## src/rtl/cam_i2c_sched.sv

```systemverilog
// Camera sensor I2C write scheduler.
// Walks an init table (power-up delay, then one I2C write per entry with up
// to three attempts each), then serves runtime host writes one at a time.
// Handshake with the I2C master: m_start rises with m_data already stable
// and stays high until the master reports m_tr_end (or the per-transfer
// timeout expires). A new m_start only rises after m_tr_end has been seen
// low again. The host side is a request/grant pair: host_req is held until
// the one-cycle host_gnt, which is also the cycle host_data is captured.
module cam_i2c_sched #(
  parameter logic [7:0] DEV_ADDR = 8'h78,
  parameter int         TBL_LEN  = 256,
  parameter int         PWR_DLY  = 25000,
  parameter int         TMO      = 2000000
) (
  input  logic        clk_25M,
  input  logic        camera_rstn,
  input  logic        init_req,
  output logic [8:0]  tbl_addr,
  input  logic [23:0] tbl_data,
  input  logic        host_req,
  input  logic [23:0] host_data,
  output logic        host_gnt,
  output logic        host_done,
  output logic        host_err,
  output logic        m_start,
  output logic [31:0] m_data,
  input  logic        m_tr_end,
  input  logic        m_ack,
  output logic        conf_done,
  output logic        init_err,
  output logic        busy
);

  // One shared down-time counter serves both the power-up wait and the
  // per-transfer timeout, so it is sized for the larger of the two.
  localparam int CNT_MAX = (PWR_DLY > TMO) ? PWR_DLY : TMO;
  localparam int CNT_W   = $clog2(CNT_MAX + 1);
  localparam logic [CNT_W-1:0] PWR_LAST  = CNT_W'(PWR_DLY - 1);
  localparam logic [CNT_W-1:0] TMO_LAST  = CNT_W'(TMO - 1);
  localparam logic [8:0]       ADDR_LAST = 9'(TBL_LEN - 1);
  localparam logic [1:0]       RETRY_MAX = 2'd2;

  typedef enum logic [2:0] {
    S_IDLE     = 3'd0,
    S_PWR_WAIT = 3'd1,
    S_ISSUE    = 3'd2,
    S_WAIT_END = 3'd3,
    S_WAIT_LOW = 3'd4,
    S_NEXT     = 3'd5,
    S_DONE     = 3'd6
  } state_t;

  state_t            state_q, state_d;
  logic [CNT_W-1:0]  cnt_q, cnt_d;
  logic [8:0]        tbl_addr_q, tbl_addr_d;
  logic [1:0]        retry_q, retry_d;
  logic              fail_q, fail_d;
  logic              host_mode_q, host_mode_d;
  logic [23:0]       host_buf_q, host_buf_d;
  logic              m_start_q, m_start_d;
  logic [31:0]       m_data_q, m_data_d;
  logic              conf_done_q, conf_done_d;
  logic              init_err_q, init_err_d;
  logic              host_done_q, host_done_d;
  logic              host_err_q, host_err_d;
  logic              host_gnt_c;
  logic              start_init_c;

  logic              te_meta_q, te_s;
  logic              ack_meta_q, ack_s;

  // Two-flop synchronizers for the master's status lines.
  always_ff @(posedge clk_25M or negedge camera_rstn) begin
    if (!camera_rstn) begin
      te_meta_q  <= 1'b0;
      te_s       <= 1'b0;
      ack_meta_q <= 1'b0;
      ack_s      <= 1'b0;
    end else begin
      te_meta_q  <= m_tr_end;
      te_s       <= te_meta_q;
      ack_meta_q <= m_ack;
      ack_s      <= ack_meta_q;
    end
  end

  // State and datapath registers; reset also kills any transfer in flight.
  always_ff @(posedge clk_25M or negedge camera_rstn) begin
    if (!camera_rstn) begin
      state_q     <= S_IDLE;
      cnt_q       <= '0;
      tbl_addr_q  <= '0;
      retry_q     <= '0;
      fail_q      <= 1'b0;
      host_mode_q <= 1'b0;
      host_buf_q  <= '0;
      m_start_q   <= 1'b0;
      m_data_q    <= '0;
      conf_done_q <= 1'b0;
      init_err_q  <= 1'b0;
      host_done_q <= 1'b0;
      host_err_q  <= 1'b0;
    end else begin
      state_q     <= state_d;
      cnt_q       <= cnt_d;
      tbl_addr_q  <= tbl_addr_d;
      retry_q     <= retry_d;
      fail_q      <= fail_d;
      host_mode_q <= host_mode_d;
      host_buf_q  <= host_buf_d;
      m_start_q   <= m_start_d;
      m_data_q    <= m_data_d;
      conf_done_q <= conf_done_d;
      init_err_q  <= init_err_d;
      host_done_q <= host_done_d;
      host_err_q  <= host_err_d;
    end
  end

  // Next-state and datapath decisions for the whole sequence.
  always_comb begin
    state_d      = state_q;
    cnt_d        = cnt_q;
    tbl_addr_d   = tbl_addr_q;
    retry_d      = retry_q;
    fail_d       = fail_q;
    host_mode_d  = host_mode_q;
    host_buf_d   = host_buf_q;
    m_start_d    = m_start_q;
    m_data_d     = m_data_q;
    conf_done_d  = conf_done_q;
    init_err_d   = init_err_q;
    host_done_d  = 1'b0;
    host_err_d   = 1'b0;
    host_gnt_c   = 1'b0;
    start_init_c = 1'b0;

    case (state_q)
      S_IDLE: begin
        if (init_req) start_init_c = 1'b1;
      end

      S_PWR_WAIT: begin
        if (cnt_q == PWR_LAST) begin
          cnt_d   = '0;
          state_d = S_ISSUE;
        end else begin
          cnt_d = cnt_q + 1'b1;
        end
      end

      S_ISSUE: begin
        m_data_d  = host_mode_q ? {DEV_ADDR, host_buf_q} : {DEV_ADDR, tbl_data};
        m_start_d = 1'b1;
        cnt_d     = '0;
        fail_d    = 1'b0;
        state_d   = S_WAIT_END;
      end

      S_WAIT_END: begin
        // A real end-of-transfer takes priority over a coincident timeout.
        if (te_s) begin
          fail_d    = ack_s;
          m_start_d = 1'b0;
          state_d   = S_WAIT_LOW;
        end else if (cnt_q == TMO_LAST) begin
          fail_d    = 1'b1;
          m_start_d = 1'b0;
          state_d   = S_WAIT_LOW;
        end else begin
          cnt_d = cnt_q + 1'b1;
        end
      end

      S_WAIT_LOW: begin
        if (!te_s) state_d = S_NEXT;
      end

      S_NEXT: begin
        if (host_mode_q) begin
          host_done_d = 1'b1;
          host_err_d  = fail_q;
          host_mode_d = 1'b0;
          state_d     = S_DONE;
        end else if (fail_q && (retry_q != RETRY_MAX)) begin
          retry_d = retry_q + 1'b1;
          state_d = S_ISSUE;
        end else begin
          retry_d = '0;
          if (fail_q) init_err_d = 1'b1;
          if (tbl_addr_q == ADDR_LAST) begin
            conf_done_d = 1'b1;
            state_d     = S_DONE;
          end else begin
            tbl_addr_d = tbl_addr_q + 9'd1;
            state_d    = S_ISSUE;
          end
        end
      end

      S_DONE: begin
        // Host traffic wins over an init restart requested in the same cycle.
        if (host_req) begin
          host_gnt_c  = 1'b1;
          host_buf_d  = host_data;
          host_mode_d = 1'b1;
          state_d     = S_ISSUE;
        end else if (init_req) begin
          start_init_c = 1'b1;
        end
      end

      default: state_d = S_IDLE;
    endcase

    if (start_init_c) begin
      tbl_addr_d  = '0;
      retry_d     = '0;
      conf_done_d = 1'b0;
      init_err_d  = 1'b0;
      host_mode_d = 1'b0;
      cnt_d       = '0;
      state_d     = S_PWR_WAIT;
    end
  end

  assign tbl_addr  = tbl_addr_q;
  assign host_gnt  = host_gnt_c;
  assign host_done = host_done_q;
  assign host_err  = host_err_q;
  assign m_start   = m_start_q;
  assign m_data    = m_data_q;
  assign conf_done = conf_done_q;
  assign init_err  = init_err_q;
  assign busy      = (state_q != S_IDLE) && (state_q != S_DONE);

endmodule

```

## config.mk

```make
export PLATFORM = sky130hd
export DESIGN_NAME = cam_i2c_sched
export DESIGN_NICKNAME = d
export VERILOG_FILES = /design/src/rtl/cam_i2c_sched.sv
export SDC_FILE = /design/constraint.sdc
export NUM_CORES = 1
export LEC_CHECK = 0
export ABC_AREA = 0
export BUFFER_PORTS_ARGS = -buffer_cell sky130_fd_sc_hd__buf_4
export CORE_MARGIN = 1.5
export CORE_UTILIZATION = 49
export DETAILED_ROUTE_END_ITERATION = 12
export PLACE_DENSITY = 0.81
export SYNTH_ARGS = -nofsm -noshare
export SYNTH_HDL_FRONTEND = slang
export SYNTH_SLANG_ARGS = --single-unit
```

## constraint.sdc

```tcl
create_clock -name clk_25M -period 2.1 [get_ports clk_25M]
set_input_delay 0.42 -clock clk_25M [delete_from_list [all_inputs] [get_ports clk_25M]]
set_output_delay 0.42 -clock clk_25M [all_outputs]
set_load 0.05 [all_outputs]
```

After elaboration in Yosys (flattened, before gate mapping) --
Index checks and enable logic that the tools add are counted.
Storage, ports and cells: logic and storage cells 114, latch bits 0, memories kept 0, flip-flop bits (word level) 102, memory bits (writable) 0, output and inout port bits 48, bits of input ports 54, ROM bits 0
Cells by class: bitwise gates (word level) 0, divide/modulo/power cells 0, reductions and logical operators 19, multiply operators 0, multiplexer cells 53, magnitude comparators 0, add/sub/neg operators 3, equality and inequality tests 22, shifts and indexed selects 0
Operator list (count):
- two-way mux 21 bit | 4
- case mux 21 bit (3 select lines) | 1
- two-way mux 9 bit | 5
- two-way mux 3 bit | 9
- two-way mux 1 bit | 24
- two-way mux 24 bit | 1
- adder 21 x 1 -> 21 bit (second input constant) | 1
- == test 21 x 15 -> 1 bit (second input constant) | 1
- == test 21 bit (second input constant) | 1
- != test 3 bit (second input constant) | 7
- case mux 3 bit (7 select lines) | 1
- AND reduction 4 bit | 3
- adder 9 x 1 -> 9 bit (second input constant) | 1
- == test 3 bit (second input constant) | 3
- == test 9 x 8 -> 1 bit (second input constant) | 1
- two-way mux 2 bit | 4
- != test 2 bit (second input constant) | 4
- case mux 1 bit (2 select lines) | 4
- AND reduction 2 bit | 4
- nonzero test 2 bit | 4
- == test 3 x 2 -> 1 bit (second input constant) | 2
- nonzero test 3 bit | 2
- AND reduction 5 bit | 1
- != test 4 bit (second input constant) | 1
- 7 further kinds | 8

Longest topological paths before layout --
depth in word-level cells 6, gate-level depth with buffers 9, mapped depth without buffers 9

Worst setup path before layout --
OpenSTA, ideal clock, no wires.
path type reg2reg, start point register tbl_addr_q[0], in the netlist tbl_addr[0], end point register tbl_addr_q[5], in the netlist tbl_addr[5], data arrival time 2.176 ns, required time 2.022 ns, clock period less this slack 2.254 ns, path slack -0.154 ns, stages on the path, launching flop included 9, cell sequence dfrtp_1 -> ha_1 -> nand3_1 -> nor2_1 -> ha_1 -> nor3b_2 -> o2111ai_1 -> or3_1 -> a21oi_1
Between the ends: cells in the longest elaborated chain, start to end 6
RTL lines:
- from (decl) | line 55 | logic [8:0] tbl_addr_q, tbl_addr_d;
- from (signal assigned) | line 106 | tbl_addr_q <= tbl_addr_d;
- adder 9 x 1 -> 9 bit | line 195 | tbl_addr_d = tbl_addr_q + 9'd1;
- two-way mux 9 bit | line 191 | if (tbl_addr_q == ADDR_LAST) begin
- two-way mux 9 bit | line 185 | end else if (fail_q && (retry_q != RETRY_MAX)) begin
- two-way mux 9 bit | line 180 | if (host_mode_q) begin
- two-way mux 9 bit | line 138 | case (state_q)
- two-way mux 9 bit | line 216 | if (start_init_c) begin
Several ways; a longest one is shown, not always the timed one. The select of a mux whose other input is x is not followed. A chain may end at the register's enable or synchronous reset.

Worst setup path after layout --
start point register tbl_addr_q[1], in the netlist tbl_addr[1], end point register tbl_addr_q[7], in the netlist tbl_addr[7]
The elaborated chain is that of the path after synthesis.

==> flow_summary.yaml <==
critical_path:
  logic_depth_of_the_worst_register_to_register_path: 8
  timing.critical_path.from_type: "register"
  slowest_stage_cell_crit_path: "sky130_fd_sc_hd__dfrtp_2"
  critPathRequiredTime_ns: 2.39
  cpLargestDelayFamily: "simple AND/OR/NAND/NOR gates"
  slowest_delay_ns: 0.45
  cp_cell_sequence: "ha_4 -> nand3_2 -> nor2_2 -> ha_2 -> nor3b_4 -> o2111ai_2 -> or3_1 -> a21oi_2"
  r2r_slack_ns: -0.003
  critical_path.max_fanout: 5
  number_of_cells_on_the_critical_path: 8
  reg2reg_to: "tbl_addr[7]"
  critical_path_buf_inv_count: 0
  timing.rr.start: "tbl_addr[1]"
  worst_ep_arrival_time_ns: 2.40
  critical_path.startpoint: "tbl_addr[1]"
  worst_setup_path_end_kind: "register"
  worst_setup_path_endpoint: "tbl_addr[7]"
  timing_worst_setup_path_type: "register to register"
power_and_ir_drop:
  clockPowerShare_pct: 16.1
  combPwrFrac_pct: 47.0
  total_power_divided_by_cell_area_mw_per_mm2: 1190
  irDropWorstVdd_v: 0.00105
  power.switching_fraction_pct: 44.3
  switchingPower_mw: 3.18
  pleak_nw: 2.82
  seq_power_share_pct: 36.8
  report.power.total_mw: 7.18
  internal_power_mw: 4.00
global_routing:
  first_global_vias: 4056
  grt_start_max_net_pins: 51
  grt.total_usage_pct: 23.2
  antenna_found_initial: 0
  global_route_wire_length_before_repair_microns: 18600
  grt-ovfl-total: 0
yosys:
  ys_warn_count: 0
  synth.most_common_cell: "sky130_fd_sc_hd__nand2_1"
  synth.top_cell.area_share_pct: 51.4
  synthTopCellsByCount: "103 x sky130_fd_sc_hd__nand2_1, 95 x sky130_fd_sc_hd__dfrtp_1, 44 x sky130_fd_sc_hd__a21oi_1"
  synth_edf_count: 0
  count_of_state_elements_after_synthesis: 95
  synth.area.top_cells: "sky130_fd_sc_hd__dfrtp_1 51%, sky130_fd_sc_hd__nand2_1 8.4%, sky130_fd_sc_hd__mux2i_1 5.8%, sky130_fd_sc_hd__a21oi_1 4.8%, sky130_fd_sc_hd__nor2_1 3.5%"
  post_synth.cell_area_avg_sq_um: 9.50
  synth.distinct_cells: 61
  synth_cells: 487
  synth_async_sr_flop_share_pct: 100
  post_synth_instance_area_sq_mm: 0.00463
  synth_top_area_cell: "sky130_fd_sc_hd__dfrtp_1"
  most_used_dff_post_synth: "sky130_fd_sc_hd__dfrtp_1"
  ys_seq_area_share_pct: 51.4
final_layout:
  regArea_sq_mm: 0.00238
  design.final.nets: 668
  multi_input_area_sq_mm: 0.00219
  diodes: 0
  post_route_cells_drive_above_1_share_pct: 31.9
  fin_util_pct: 65.5
  synthToLayoutAreaGrowth_pct: 30.2
  fillers: 707
route:
  vias: 4098
  drc: 0
  drt-initial-drc-count: 297
  wire_per_inst_microns: 15.7
  postRouteAntennaNets: 0
  avgViaCountPerCell: 5.64
  drt_pass1_iterations: 6
  routed_wirelength_microns: 11400
sta:
  timing.final.crit_share_pct: 100
  finalWorstPathRequiredPeriod_ns: 2.10
  whs_ns: 0.159
  maxSlewViolCount: 0
  setup_ws_ns: -0.00338
  rsz0062_at_grt: "yes"
  timing.fmax_ghz: 0.475
  final-setup-viol-count: 1
  clock-skew-final_ns: 0.00896
  hold_viol: 0
status:
  status: "complete, but fails checks"
  failed_checks: "setup timing"
floorplan:
  floorplan.die.height_microns: 100
  rows: 35
  die_x_microns: 100
  ios: 102
  die-area_sq_mm: 0.0100
  initial_core_util_pct: 50.3
  area_of_the_core_sq_mm: 0.00920
clock_tree:
  clockRootBuffer: "sky130_fd_sc_hd__clkbuf_8"
  worst_skew_pair.late_latency_ns: 0.36
  path_clk_slew_ns: 0.09
  cts-htree-levels: 3
  tritoncts_num_sinks: 95
  cts-root-to-sink-buffers: 2
  tritoncts: "done"
  cts_made_buffers: 9
placement:
  io_buffers: 97
  place.detailed.hpwl_microns: 7870
  gpl.final_weighted_congestion: 0.887
job:
  maxCapViolations: 0
min_path:
  hold_path.class: "input pin to register"
[worst register-to-register path, cell delays in order (launching register included)]
cell and delay [ns]:
sky130_fd_sc_hd__dfrtp_2 0.45, sky130_fd_sc_hd__ha_4 0.18, sky130_fd_sc_hd__nand3_2 0.06, sky130_fd_sc_hd__nor2_2 0.04, sky130_fd_sc_hd__ha_2 0.22, sky130_fd_sc_hd__nor3b_4 0.32, sky130_fd_sc_hd__o2111ai_2 0.23, sky130_fd_sc_hd__or3_1 0.41
sky130_fd_sc_hd__a21oi_2 0.14
[registers in the layout, indices dropped and copies added, names as in the netlist]
name         count
conf_done        1
host_err         1
fail_q           1
m_start          1
m_data          25
host_mode_q      1
cnt_q           21
host_done        1
retry_q          2
state_q          3
host_buf_q      24
ack_s            1
ack_meta_q       1
te_s             1
init_err         1
tbl_addr         9
te_meta_q        1
[kinds of logic (layout without fill, tap and decap cells)]
logic type      Yosys count  after routing  share of synthesized area [%]
compound gates          101            101                           13.9
xor+xnor                  6              6                           1.14
fa+ha+maj                 4              4                           1.08
buf+inv                  39            164                           4.35
flops                    95             95                           51.4
mux                      29             29                           6.33
other cells               1              4                         0.0810
simple gates            212            212                           21.7
[cell type report]
type	count	area share (%)
flip-flops and latches	95	39.6
multi-input cells	356	36.3
repair buffers	140	18.2
well taps	111	2.31
clock buffers	10	2.29
clock inverters	6	0.852
inverters	8	0.499
[worst min-delay path by stage]
| stage | startpoint | end | cells after the start |
|---|---|---|---|
| floorplan | camera_rstn | ack_meta_q | 0 |
| global placement | ack_meta_q | ack_s | 0 |
| detailed placement | ack_meta_q | ack_s | 0 |
| CTS | m_ack | ack_meta_q | 1 |
| global route | m_ack | ack_meta_q | 1 |
| finish | m_ack | ack_meta_q | 1 |
[cells in the final DEF (no fill, tap or decap), types with 4 or more instances in the layout]
cell type and instances:
sky130_fd_sc_hd__buf_4 133, sky130_fd_sc_hd__or3_1 5, sky130_fd_sc_hd__clkbuf_8 10, sky130_fd_sc_hd__nand4_1 5, sky130_fd_sc_hd__nor3_1 6, sky130_fd_sc_hd__xor2_1 4, sky130_fd_sc_hd__nor2_1 40, sky130_fd_sc_hd__o21ai_0 14
sky130_fd_sc_hd__nand2b_1 5, sky130_fd_sc_hd__conb_1 4, sky130_fd_sc_hd__a21oi_1 42, sky130_fd_sc_hd__a31oi_1 18, sky130_fd_sc_hd__nand3_1 11, sky130_fd_sc_hd__nand2_1 102, sky130_fd_sc_hd__inv_1 6, sky130_fd_sc_hd__and2_1 5
sky130_fd_sc_hd__dfrtp_1 90, sky130_fd_sc_hd__dfrtp_2 5, sky130_fd_sc_hd__mux2i_1 27, sky130_fd_sc_hd__and3_1 6
[stage by stage]
step	cells	setup slack (ns)	setup TNS (ns)	area, sq um
after floorplan	490	0.00317	0	4660
after global placement	697	0.0742	0	5600
after detailed placement	697	0.0198	0	5600
after CTS	714	0.00128	0	5800
after global routing	726	-0.0906	-0.283	6020
final	726	-0.00338	-0.00338	6020
[per-layer routing]
metal / vias to the layer above / GRT usage, % / wire (microns)
li1: 1931 / - / -
met1: 1965 / 29.7 / 4680
met2: 170 / 38.0 / 5560
met3: 32 / 6.41 / 880
met4: 0 / 8.45 / 247
met5: - / 0 / 0
[what timing repair did]
item                                    in CTS  in global routing
endpoints found under the setup margin       1                 23
gates cloned                                 0                  1
resized for setup                            1                 26
hold buffers                                 1                  0
buffers inserted                             0                 11
endpoints found under the hold margin       22                  0
pin swaps                                    0                 16
[power groups by stage]
| stage | sequential [mW] | clock (mW) | combinational (mW) |
|---|---|---|---|
| after floorplan | 3.46 | 0 | 1.33 |
| after global placement | 2.63 | 0 | 3.05 |
| after detailed placement | 2.65 | 0 | 3.14 |
| after CTS | 2.63 | 1.18 | 3.14 |
| after global routing | 2.70 | 1.26 | 3.61 |
| final | 2.65 | 1.16 | 3.38 |
Note: power is estimated with default switching activity, not from simulation.
